**src/rtl/vga_pkg.sv**
```systemverilog
// Shared VGA definitions: raster geometry, sync polarity, packed colour type
// and the RGB332 to 24-bit colour expansion.
package vga_pkg;

  localparam int H_ACTIVE = 640;
  localparam int V_ACTIVE = 480;
  localparam bit SYNC_ACTIVE_LOW = 1'b1;

  typedef struct packed {
    logic [7:0] r;
    logic [7:0] g;
    logic [7:0] b;
  } rgb_t;

  // Bit replication spreads each field over the full 8-bit range.
  function automatic rgb_t rgb332_expand(input logic [7:0] d);
    rgb_t c;
    c.r = {d[7:5], d[7:5], d[7:6]};
    c.g = {d[4:2], d[4:2], d[4:3]};
    c.b = {4{d[1:0]}};
    return c;
  endfunction

endpackage

```
**src/rtl/sync_delay.sv**
```systemverilog
// Fixed-depth shift register for the raster control bits, so they leave the
// block together with the pixel they were sampled with.
module sync_delay #(
  parameter int              DEPTH   = 3,
  parameter int              W       = 3,
  parameter logic [W-1:0]    RST_VAL = '0
) (
  input  logic         clk,
  input  logic         rst,
  input  logic [W-1:0] d,
  output logic [W-1:0] q
);

  logic [W-1:0] sr [DEPTH];

  always_ff @(posedge clk or posedge rst) begin
    if (rst) begin
      for (int i = 0; i < DEPTH; i++) sr[i] <= RST_VAL;
    end else begin
      sr[0] <= d;
      for (int i = 1; i < DEPTH; i++) sr[i] <= sr[i-1];
    end
  end

  assign q = sr[DEPTH-1];

endmodule

```
**src/rtl/image_pixel_fetch.sv**
```systemverilog
// Maps raster (x,y) onto pixel-ROM reads for a centred image, expands the ROM
// word to r/g/b and keeps syncs, blank and colour aligned at 3 cycles latency.
module image_pixel_fetch
  import vga_pkg::*;
#(
  parameter int          IMAGE_WIDTH  = 400,
  parameter int          IMAGE_HEIGHT = 400,
  parameter int          H_ACTIVE     = vga_pkg::H_ACTIVE,
  parameter int          V_ACTIVE     = vga_pkg::V_ACTIVE,
  parameter int          RGBFormat    = 1,
  parameter int          ADDR_W       = 18,
  parameter logic [23:0] BG_COLOR     = 24'h000000
) (
  input  logic              clk,
  input  logic              reset,
  input  logic [9:0]        x,
  input  logic [9:0]        y,
  input  logic              hsync_i,
  input  logic              vsync_i,
  input  logic              blank_b_i,
  output logic [ADDR_W-1:0] mem_addr,
  output logic              mem_rd_en,
  input  logic [7:0]        mem_rdata,
  output logic              hsync_o,
  output logic              vsync_o,
  output logic              blank_b_o,
  output logic [7:0]        r,
  output logic [7:0]        g,
  output logic [7:0]        b,
  output logic              frame_done
);

  localparam int          X0_I = (H_ACTIVE - IMAGE_WIDTH) / 2;
  localparam int          Y0_I = (V_ACTIVE - IMAGE_HEIGHT) / 2;
  localparam logic [9:0]  X0   = 10'(X0_I);
  localparam logic [9:0]  X1   = 10'(X0_I + IMAGE_WIDTH);
  localparam logic [9:0]  Y0   = 10'(Y0_I);
  localparam logic [9:0]  Y1   = 10'(Y0_I + IMAGE_HEIGHT);
  localparam logic [ADDR_W-1:0] LAST = ADDR_W'(IMAGE_WIDTH * IMAGE_HEIGHT - 1);

  logic              synced;
  logic              at_origin;
  logic              in_win;
  logic [ADDR_W-1:0] cnt;
  logic [ADDR_W-1:0] addr_now;
  logic [ADDR_W-1:0] cnt_next;
  logic              win1, win2;
  logic              last1, last2;
  logic              blank1, blank2;
  rgb_t              pix;
  logic [2:0]        ctl_q;

  // Until the first (0,0) after reset the counter has no frame reference, so
  // the window is suppressed and the output shows background only.
  assign at_origin = (x == 10'd0) && (y == 10'd0);
  assign in_win    = blank_b_i && (synced || at_origin) &&
                     (x >= X0) && (x < X1) && (y >= Y0) && (y < Y1);
  assign addr_now  = at_origin ? '0 : cnt;
  assign cnt_next  = (in_win && (addr_now != LAST)) ? addr_now + ADDR_W'(1) : addr_now;

  // ROM interface: a read is issued whenever mem_rd_en is high, there is no
  // back-pressure, and mem_rdata holds that word exactly one cycle later.
  always_ff @(posedge clk or posedge reset) begin
    if (reset) begin
      synced    <= 1'b0;
      cnt       <= '0;
      mem_addr  <= '0;
      mem_rd_en <= 1'b0;
      win1      <= 1'b0;
      last1     <= 1'b0;
      blank1    <= 1'b0;
      win2      <= 1'b0;
      last2     <= 1'b0;
      blank2    <= 1'b0;
      r         <= 8'h00;
      g         <= 8'h00;
      b         <= 8'h00;
      frame_done <= 1'b0;
    end else begin
      synced    <= synced | at_origin;
      cnt       <= cnt_next;
      mem_addr  <= addr_now;
      mem_rd_en <= in_win;
      win1      <= in_win;
      last1     <= in_win && (addr_now == LAST);
      blank1    <= blank_b_i;
      win2      <= win1;
      last2     <= last1;
      blank2    <= blank1;
      r         <= pix.r;
      g         <= pix.g;
      b         <= pix.b;
      frame_done <= last2;
    end
  end

  always_comb begin
    pix = rgb_t'(BG_COLOR);
    if (!blank2) begin
      pix = '0;
    end else if (win2) begin
      if (RGBFormat == 1) pix = rgb332_expand(mem_rdata);
      else                pix = '{r: mem_rdata, g: mem_rdata, b: mem_rdata};
    end
  end

  sync_delay #(
    .DEPTH   (3),
    .W       (3),
    .RST_VAL ({SYNC_ACTIVE_LOW, SYNC_ACTIVE_LOW, 1'b0})
  ) u_sync_delay (
    .clk (clk),
    .rst (reset),
    .d   ({hsync_i, vsync_i, blank_b_i}),
    .q   (ctl_q)
  );

  assign {hsync_o, vsync_o, blank_b_o} = ctl_q;

endmodule

```
**config.mk**
```make
export PLATFORM = sky130hd
export DESIGN_NAME = image_pixel_fetch
export DESIGN_NICKNAME = d
export VERILOG_FILES = /design/src/rtl/vga_pkg.sv /design/src/rtl/sync_delay.sv /design/src/rtl/image_pixel_fetch.sv
export SDC_FILE = /design/constraint.sdc
export NUM_CORES = 1
export LEC_CHECK = 0
export ABC_AREA = 1
export BUFFER_PORTS_ARGS = -buffer_cell sky130_fd_sc_hd__buf_2
export CAP_MARGIN = 25
export CORE_MARGIN = 2
export CORE_UTILIZATION = 40
export CTS_CLUSTER_DIAMETER = 30
export DETAILED_ROUTE_END_ITERATION = 7
export PLACE_DENSITY = 0.67
export SYNTH_ARGS = -nofsm -noshare
export SYNTH_HDL_FRONTEND = slang
export SYNTH_SLANG_ARGS = --single-unit
```
**constraint.sdc**
```tcl
create_clock -name clk -period 1.9 [get_ports clk]
set_clock_uncertainty 0.05 [all_clocks]
set_input_delay 0.095 -clock clk [delete_from_list [all_inputs] [get_ports clk]]
set_output_delay 0.095 -clock clk [all_outputs]
set_load 0.1 [all_outputs]
```
==> results of run 1 <==
[layout make-up]
class / instances / area, µm²
Clock buffer: 11 / 141
Clock inverter: 5 / 52.6
Fill cell: 629 / 3000
Inverter: 46 / 178
Multi-Input combinational cell: 195 / 1030
Sequential cell: 59 / 1480
Tap cell: 80 / 100
Timing Repair Buffer: 121 / 766
[cell usage in the layout, fill, tap and decap left out, drive strengths merged]
cell / n
buf: 109
nand2: 99
dfrtp: 53
inv: 46
nor2: 41
nand3: 25
dlygate4sd3: 12
clkbuf: 11
nand4: 8
o21ai: 7
dfstp: 6
nor3: 5
xor2: 4
clkinv: 3
and2: 1
a21oi: 1
nand3b: 1
nor3b: 1
nor4: 1
ha: 1
clkinvlp: 1
bufinv: 1
[power groups by stage]
stage / sequential, µW / combinational, µW / clock [µW]
4_1_cts: 1420 / 901 / 1130
3_3_place_gp: 1440 / 875 / 0
3_5_place_dp: 1440 / 883 / 0
6_report: 1420 / 894 / 1100
5_1_grt: 1430 / 955 / 1180
2_1_floorplan: 1780 / 300 / 0
[sequential cells by signal, summed over array words and instances, names as in the netlist, 2 cells and up]
| signal | cells |
|---|---|
| b | 2 |
| cnt | 18 |
| g | 3 |
| mem_addr | 18 |
| r | 3 |
| u_sync_delay.q | 3 |
| u_sync_delay.sr | 6 |
[Yosys cell counts (all sizes together)]
| cell type | instances |
|---|---|
| nand3 | 25 |
| nor4 | 1 |
| nand3b | 1 |
| nand4 | 8 |
| o21ai | 7 |
| nor3b | 1 |
| ha | 1 |
| dfrtp | 53 |
| nor2 | 41 |
| buf | 20 |
| dfstp | 6 |
| nor3 | 5 |
| and2 | 1 |
| nand2 | 99 |
| a21oi | 1 |
| inv | 46 |
| xor2 | 4 |
[through the flow]
step                setup WS (ps)  hold WS, ps
global route                 2.21          218
floorplan                    -132         49.5
global placement            -24.5        -2.33
detailed placement          -59.5         2.33
finish                        162          196
CTS                           148          192
[worst max-delay path: cells and delay by family (launching register included)]
family / cells / cell delay (ps)
flops: 1 / 390
simple gates: 10 / 650
fa+ha+maj: 1 / 120
buf+inv: 4 / 410
[metal layers]
layer  part of all wire (%)  global-route usage [%]  vias up  wire (µm)
li1                       -                       -     1191          -
met4                    1.7                    6.99        0        107
met5                      0                       0        -          0
met3                    5.2                    5.09        7        328
met2                     49                    32.1       67       3090
met1                     44                    22.3     1088       2730
[worst min-delay path by stage]
| stage | from | end | depth (start not counted) |
|---|---|---|---|
| floorplan | vsync_i | u_sync_delay.sr[7] | 0 |
| global placement | reset | g[6] | 2 |
| detailed placement | reset | g[6] | 2 |
| CTS | reset | r[6] | 3 |
| global route | reset | g[4] | 3 |
| finish | reset | g[4] | 3 |
[logic make-up after synthesis]
logic type      after synthesis  synth area share, %
simple gates                182                 31.0
buf+inv                      66                 12.1
flops                        59                 53.1
compound gates                8                 2.11
xor+xnor                      4                 1.25
fa+ha+maj                     1                0.448
[timing repair]
action / 4_1_cts / 5_1_grt
endpoints found under the setup margin: 0 / 9
endpoints found under the hold margin: 70 / 0
gates resized for setup: 0 / 1
hold buffers: 12 / 0
==> results.cfg, run 1 <==
[outcome]
outcome = finished clean

[route]
drc = 0
wl_per_cell_um = 12.1
firstDrtPassIters = 4
via_per_inst = 4.55
drtAntennaViolNets = 0
vias = 2353
drt_iter0_drc = 111
drt-total-wl_um = 6260

[setup_path]
crit_path_top_delay_cell = dfrtp_1
r2r_cells = 15
endpoint_kind = flip-flop
path_common_cell = nand2_1
critPathLaunchType = flip-flop
cp-endpoint = cnt[16]
crit_fanout = 4
rrSetupSlack_ps = 160
reg2reg_from = cnt[1]
cp.arrival_ps = 1910
startpoint = cnt[1]
worstPathCellList = nand2_4, inv_4, ha_4, nand2_1, inv_1, nand3_2, nor2_4, nand2_2, buf_4, inv_1, nand2_1, nand2_1, nand2_1, nand2_1, nand2_1
criticalPathCategory = reg -> reg
worstPathRequired_ps = 2070
cpPeakStageDelay_ps = 390
timing.rr.end = cnt[16]

[power_and_ir_drop]
intPower_uw = 2230
total_power_uw = 3410
power_frac_seq_pct = 41.6
total_leakage_power_uw = 0.00213
comb_power_share_pct = 26.2
power_switching_uw = 1180
power.share.switching_pct = 34.5
peakVddDrop_mv = 0.349
power_density_nw_per_um2 = 907
pwr-share-clk_pct = 32.2

[hold_path]
hp-class = in -> async

[finish]
num-nets-final = 466
syn2layout_area_growth_pct = 34.5
fin_area_um2 = 3760
final_cells = 517
final_util_pct = 55.6
drive_gt1_share_pct = 39.1
diodes = 0

[cts]
clock-root-buffer = clkbuf_8
h-tree-depth = 3
clkTransAtPathRegs_ps = 70
numCtsBuffers = 9
cts_buffer_depth = 2
tritoncts = built
cts_sinks = 59
post_cts_buffers = 0
worst_skew_pair.late_latency_ps = 330

[timing]
maxSlewHeadroom_pct = 67.2
clock.fmax_ghz = 0.575
hold_viol = 0
maxSlewViolCount = 0
fin_crit_sh_pct = 91.5
setup-tns-final_ps = 0
tightest_slew_ps = 495
fin_crit_ps = 1740
rsz0062_at_grt = false
setup_viol = 0

[die]
core-area_um2 = 6760
die_x_um = 87.6
start_util_pct = 41.3
die_y_um = 87.6
pin_count = 80
die-area_um2 = 7670
rows = 30

[flow_run]
maxCapViolations = 0

[place]
place_inst = 489
place.gp.congestion = 0.878
hpwlAfterDp_um = 4750
numPortBuffers = 79
placed_area_um2 = 3440

[global_route]
grt_pass1_wl_um = 11000
grt.total_usage_pct = 18.7
grt_overflow = 0
antenna_found_initial = 0
grt_pass1_vias = 2472
grt_max_degree = 32

[logic_synthesis]
ys_warn_count = 0
syn-num-nets = 354
syn-cell-area_um2 = 2790
synth_top_area_share_pct = 47.5
yosysTopAreaCell = dfrtp_1
synthCells = 320
avgSynthCellArea_um2 = 8.73
synth-seq-area-share_pct = 53.1
yosys_register_bits = 59
synthDistinctLibCells = 28
synthTopCellsByArea = dfrtp_1, nand2_1, inv_1
Note: power is estimated with default switching activity, not from simulation.
==> inputs of run 2 (changes only) <==
Settings changed: PLACE_DENSITY 0.67 to not set.
Clock period 1.9 ns to 1.6 ns, I/O delays scaled along.
==> run 2 against run 1 <==
Against the previous run: the flow now finishes with violations (setup timing); clock power is 38% higher; non-clock buffer count rose by 28; routed wire length rose by 6.2%; critical endpoint is now cnt[0]; largest power group unchanged.
==> results.cfg, run 2 (same netlist as run 1, synthesis figures left out) <==
[setup_path]
r2r_cells = 12
reg2reg_from = cnt[0]
cp-endpoint = cnt[0]
worstPathRequired_ps = 1780
startpoint = cnt[0]
critPathLaunchType = flip-flop
crit_fanout = 6
cp.arrival_ps = 1950
timing.rr.end = cnt[0]
endpoint_kind = flip-flop
rrSetupSlack_ps = -170
criticalPathCategory = reg -> reg

[timing]
setup-tns-final_ps = -2230
hold_viol = 0
clock.fmax_ghz = 0.567
maxSlewHeadroom_pct = 66.0
setup_ws_ps = -165
tightest_slew_ps = 509
fin_crit_ps = 1770
setup_viol = 18
rsz0062_at_grt = true
maxSlewViolCount = 0
fin_crit_sh_pct = 110

[finish]
num-nets-final = 495
syn2layout_area_growth_pct = 46.3
reg_top3 = cnt: 18 flops, mem_addr: 18 flops, u_sync_delay.sr: 6 flops
layout_commonest_cell = buf_2
final_util_pct = 60.5
final_cell_mix = buf_2, nand2_1, dfrtp_1
diodes = 0
drive_gt1_share_pct = 47.0
final_cells = 546

[die]
core-area_um2 = 6760
pin_count = 80
start_util_pct = 41.3
rows = 30
die_x_um = 87.6
die-area_um2 = 7670
die_y_um = 87.6

[power_and_ir_drop]
pwr-share-clk_pct = 34.4
power.share.switching_pct = 34.8
power_frac_seq_pct = 38.2
peakVddDrop_mv = 0.535
total_power_uw = 4410
intPower_uw = 2880
power_density_nw_per_um2 = 1080
comb_power_share_pct = 27.3
power_switching_uw = 1540
total_leakage_power_uw = 0.00232

[outcome]
violations = setup timing
outcome = complete, but fails checks

[place]
hpwlAfterDp_um = 5000
numPortBuffers = 79
place.gp.congestion = 0.893
place_ws_ps = -336
place_inst = 513

[route]
via_per_inst = 4.48
wl_per_cell_um = 12.2
drc = 0
drt_iter0_drc = 105
drtAntennaViolNets = 0
firstDrtPassIters = 4
drt-total-wl_um = 6640
vias = 2446

[global_route]
grt_max_degree = 25
grt_overflow = 0
grt_pass1_wl_um = 10800
grt_pass1_vias = 2383
antenna_found_initial = 0
grt.total_usage_pct = 18.6

[cts]
h-tree-depth = 3
tritoncts = built
worst_skew_pair.late_latency_ps = 350
cts_sinks = 59
cts_buffer_depth = 2
clkTransAtPathRegs_ps = 70
numCtsBuffers = 9
clock-root-buffer = clkbuf_8

[hold_path]
hp-class = in -> reg

[flow_run]
maxCapViolations = 0
==> run 2: cell types whose count changed in the layout (fill, tap and decap cells not counted), sizes merged <==
cell	change
clkinv	-2
buf	+28
clkbuf	-2
nor2	+1
clkinvlp	+2
inv	+1
bufinv	+1
==> run 2: area by class of cell <==
type | instances | area [µm²]
Clock buffer | 9 | 124
Clock inverter | 7 | 100
Fill cell | 593 | 2670
Inverter | 46 | 180
Multi-Input combinational cell | 196 | 1110
Sequential cell | 59 | 1480
Tap cell | 80 | 100
Timing Repair Buffer | 149 | 986
==> run 2: worst min path at each step <==
stage | start | depth (start not counted) | end
6_report | y[0] | 7 | synced
5_1_grt | y[4] | 7 | synced
4_1_cts | y[0] | 7 | synced
3_5_place_dp | reset | 2 | r[6]
3_3_place_gp | reset | 2 | r[6]
2_1_floorplan | vsync_i | 0 | u_sync_delay.sr[7]
==> run 2: power by group through the flow <==
stage	clock (µW)	sequential [µW]	combinational [µW]
after detailed placement	0	1710	1120
after CTS	1560	1680	1170
final	1520	1690	1210
after global routing	1630	1700	1280
after floorplan	0	2110	357
after global placement	0	1710	1090
==> run 2: worst max-delay path, stage by stage (launching register included) <==
cell     delay, ps
dfrtp_1        400
nand2_4         60
inv_4           60
ha_4           130
nand2_2         40
inv_2           70
nand3_4         90
nor2_4         120
nand2_2         70
nor2_4         190
nor2_8         100
buf_6          130
xor2_1         130
==> run 2: stage by stage <==
stage                     cell area [µm²]  hold WS [ps]
after floorplan                      2860          34.5
after global placement               3610          79.3
after global routing                 4090           267
after detailed placement             3610          83.0
after CTS                            4000           213
final                                4090           225
==> run 2: what timing repair did <==
item | CTS | global route
hold buffers | 12 | 0
hold endpoints to repair | 26 | 0
cloned | 0 | 1
pin swaps | 2 | 10
gates resized for setup | 11 | 18
setup buffers | 2 | 2
endpoints found under the setup margin | 18 | 19
==> run 2: per-layer routing <==
| metal | vias to the layer above | wire (µm) | GRT usage, % |
|---|---|---|---|
| li1 | 1250 | - | - |
| met1 | 1114 | 2930 | 23.1 |
| met2 | 72 | 3290 | 31.5 |
| met3 | 10 | 323 | 4.62 |
| met4 | 0 | 96 | 6.85 |
| met5 | - | 0 | 0 |
==> inputs of run 3 (changes only) <==
Settings changed: CORE_ASPECT_RATIO set to 2.
==> run 3 against run 2 <==
Against the previous run: the run still ends with setup timing left; largest power group unchanged; global-route usage down 0.55 points; die area up 0.53%; critical endpoint is now cnt[8]; total power up 1.3%.
==> results.cfg, run 3 (same netlist as run 1, synthesis figures left out) <==
[timing]
rsz0062_at_grt = true
setup_ws_ps = -95.6
maxSlewHeadroom_pct = 67.2
fin_crit_sh_pct = 106
clock.fmax_ghz = 0.590
fin_crit_ps = 1700
hold_ws_ps = 149
maxSlewViolCount = 0
hold_viol = 0
setup_viol = 18
tightest_slew_ps = 495

[die]
rows = 43
core-area_um2 = 6830
die_y_um = 122
die-area_um2 = 7710
start_util_pct = 40.9
pin_count = 80
die_x_um = 63.1

[finish]
reg_top3 = cnt: 18 flops, mem_addr: 18 flops, u_sync_delay.sr: 6 flops
final_cell_mix = buf_2, nand2_1, dfrtp_1
syn2layout_area_growth_pct = 44.8
drive_gt1_share_pct = 45.9
num-nets-final = 478
final_cells = 539
layout_commonest_cell = buf_2
fin_area_um2 = 4040
diodes = 0

[flow_run]
maxCapViolations = 0

[global_route]
grt_overflow = 0
antenna_found_initial = 0
grt_pass1_wl_um = 10600
grt_pass1_vias = 2445
grt_max_degree = 46
grt.total_usage_pct = 18.1

[power_and_ir_drop]
total_power_uw = 4470
total_leakage_power_uw = 0.00225
peakVddDrop_mv = 0.732
power_density_nw_per_um2 = 1110

[setup_path]
reg2reg_from = cnt[0]
criticalPathCategory = reg -> reg
startpoint = cnt[0]
critPathLaunchType = flip-flop
crit_fanout = 7
rrSetupSlack_ps = -100
cp.arrival_ps = 1860
r2r_cells = 14
timing.rr.end = cnt[8]
endpoint_kind = flip-flop
worstPathRequired_ps = 1760

[route]
drtAntennaViolNets = 0
drt_iter0_drc = 67
via_per_inst = 4.52
firstDrtPassIters = 4
drt-total-wl_um = 6320
vias = 2435
wl_per_cell_um = 11.7
drc = 0

[place]
place_inst = 507
place.gp.congestion = 0.782
numPortBuffers = 79
placed_area_um2 = 3540
hpwlAfterDp_um = 4610

[cts]
cts_sinks = 59
tritoncts = built
clock-root-buffer = clkbuf_16
h-tree-depth = 3
clkTransAtPathRegs_ps = 50
numCtsBuffers = 9
worst_skew_pair.late_latency_ps = 330
cts_buffer_depth = 2

[hold_path]
holdPathEnd = synced
min_path_cells = 6
hp-class = in -> reg
hold_path_startpoint = y[0]

[outcome]
violations = setup timing
outcome = complete, but fails checks
-- run 3: worst max-delay path by stage --
stage | endpoint | slack, ps | cells after the start
floorplan | cnt[17] | -420 | 19
global placement | cnt[8] | -320 | 19
detailed placement | cnt[8] | -410 | 19
CTS | cnt[0] | -140 | 12
global route | cnt[0] | -180 | 8
finish | cnt[8] | -100 | 14
-- run 3: power breakdown --
group	total (µW)	switching, µW	internal (µW)
Combinational	1140	790	351
Clock	1640	605	1040
Sequential	1690	72.1	1620
Total	4470	1470	3000
-- run 3: per-stage QoR --
step	setup TNS [ps]	setup slack, ps	utilization, %
2_1_floorplan	-6870	-417	-
3_3_place_gp	-4800	-324	51.7
3_5_place_dp	-5610	-411	51.7
4_1_cts	-1990	-136	57.9
5_1_grt	-2780	-184	59.2
6_report	-909	-95.6	59.2
-- run 3: layout make-up --
class | count | area [µm²]
Multi-Input combinational cell | 195 | 1110
Clock buffer | 13 | 240
Clock inverter | 3 | 15.0
Sequential cell | 59 | 1480
Fill cell | 613 | 2790
Tap cell | 90 | 113
Inverter | 46 | 185
Timing Repair Buffer | 133 | 895
-- run 3: what timing repair did --
| action | CTS | global route |
|---|---|---|
| pin swaps | 6 | 8 |
| gates resized for setup | 12 | 24 |
| hold buffers | 12 | 0 |
| buffers inserted | 2 | 2 |
| gates cloned | 0 | 0 |
| endpoints found under the hold margin | 25 | 0 |
| setup endpoints to repair | 18 | 19 |
-- run 3: routing by layer --
layer	part of all wire, %	global-route usage [%]	vias to the layer above
li1	-	-	1211
met1	40	19.8	1145
met2	53	31.0	67
met3	4.7	4.43	12
met4	2.5	11.4	0
met5	0	0	-
-- run 3: critical path: stages (launching register included) --
cell and delay (ps):
dfrtp_1 410, nand2_4 90, inv_4 40, ha_4 150, nand2_2 50, inv_2 40
nand3_4 80, nor2_4 40, nand2_2 90, nor2_4 50, nor2_8 140, buf_6 170
nand2_2 50, nand2_1 70, nand2_1 60
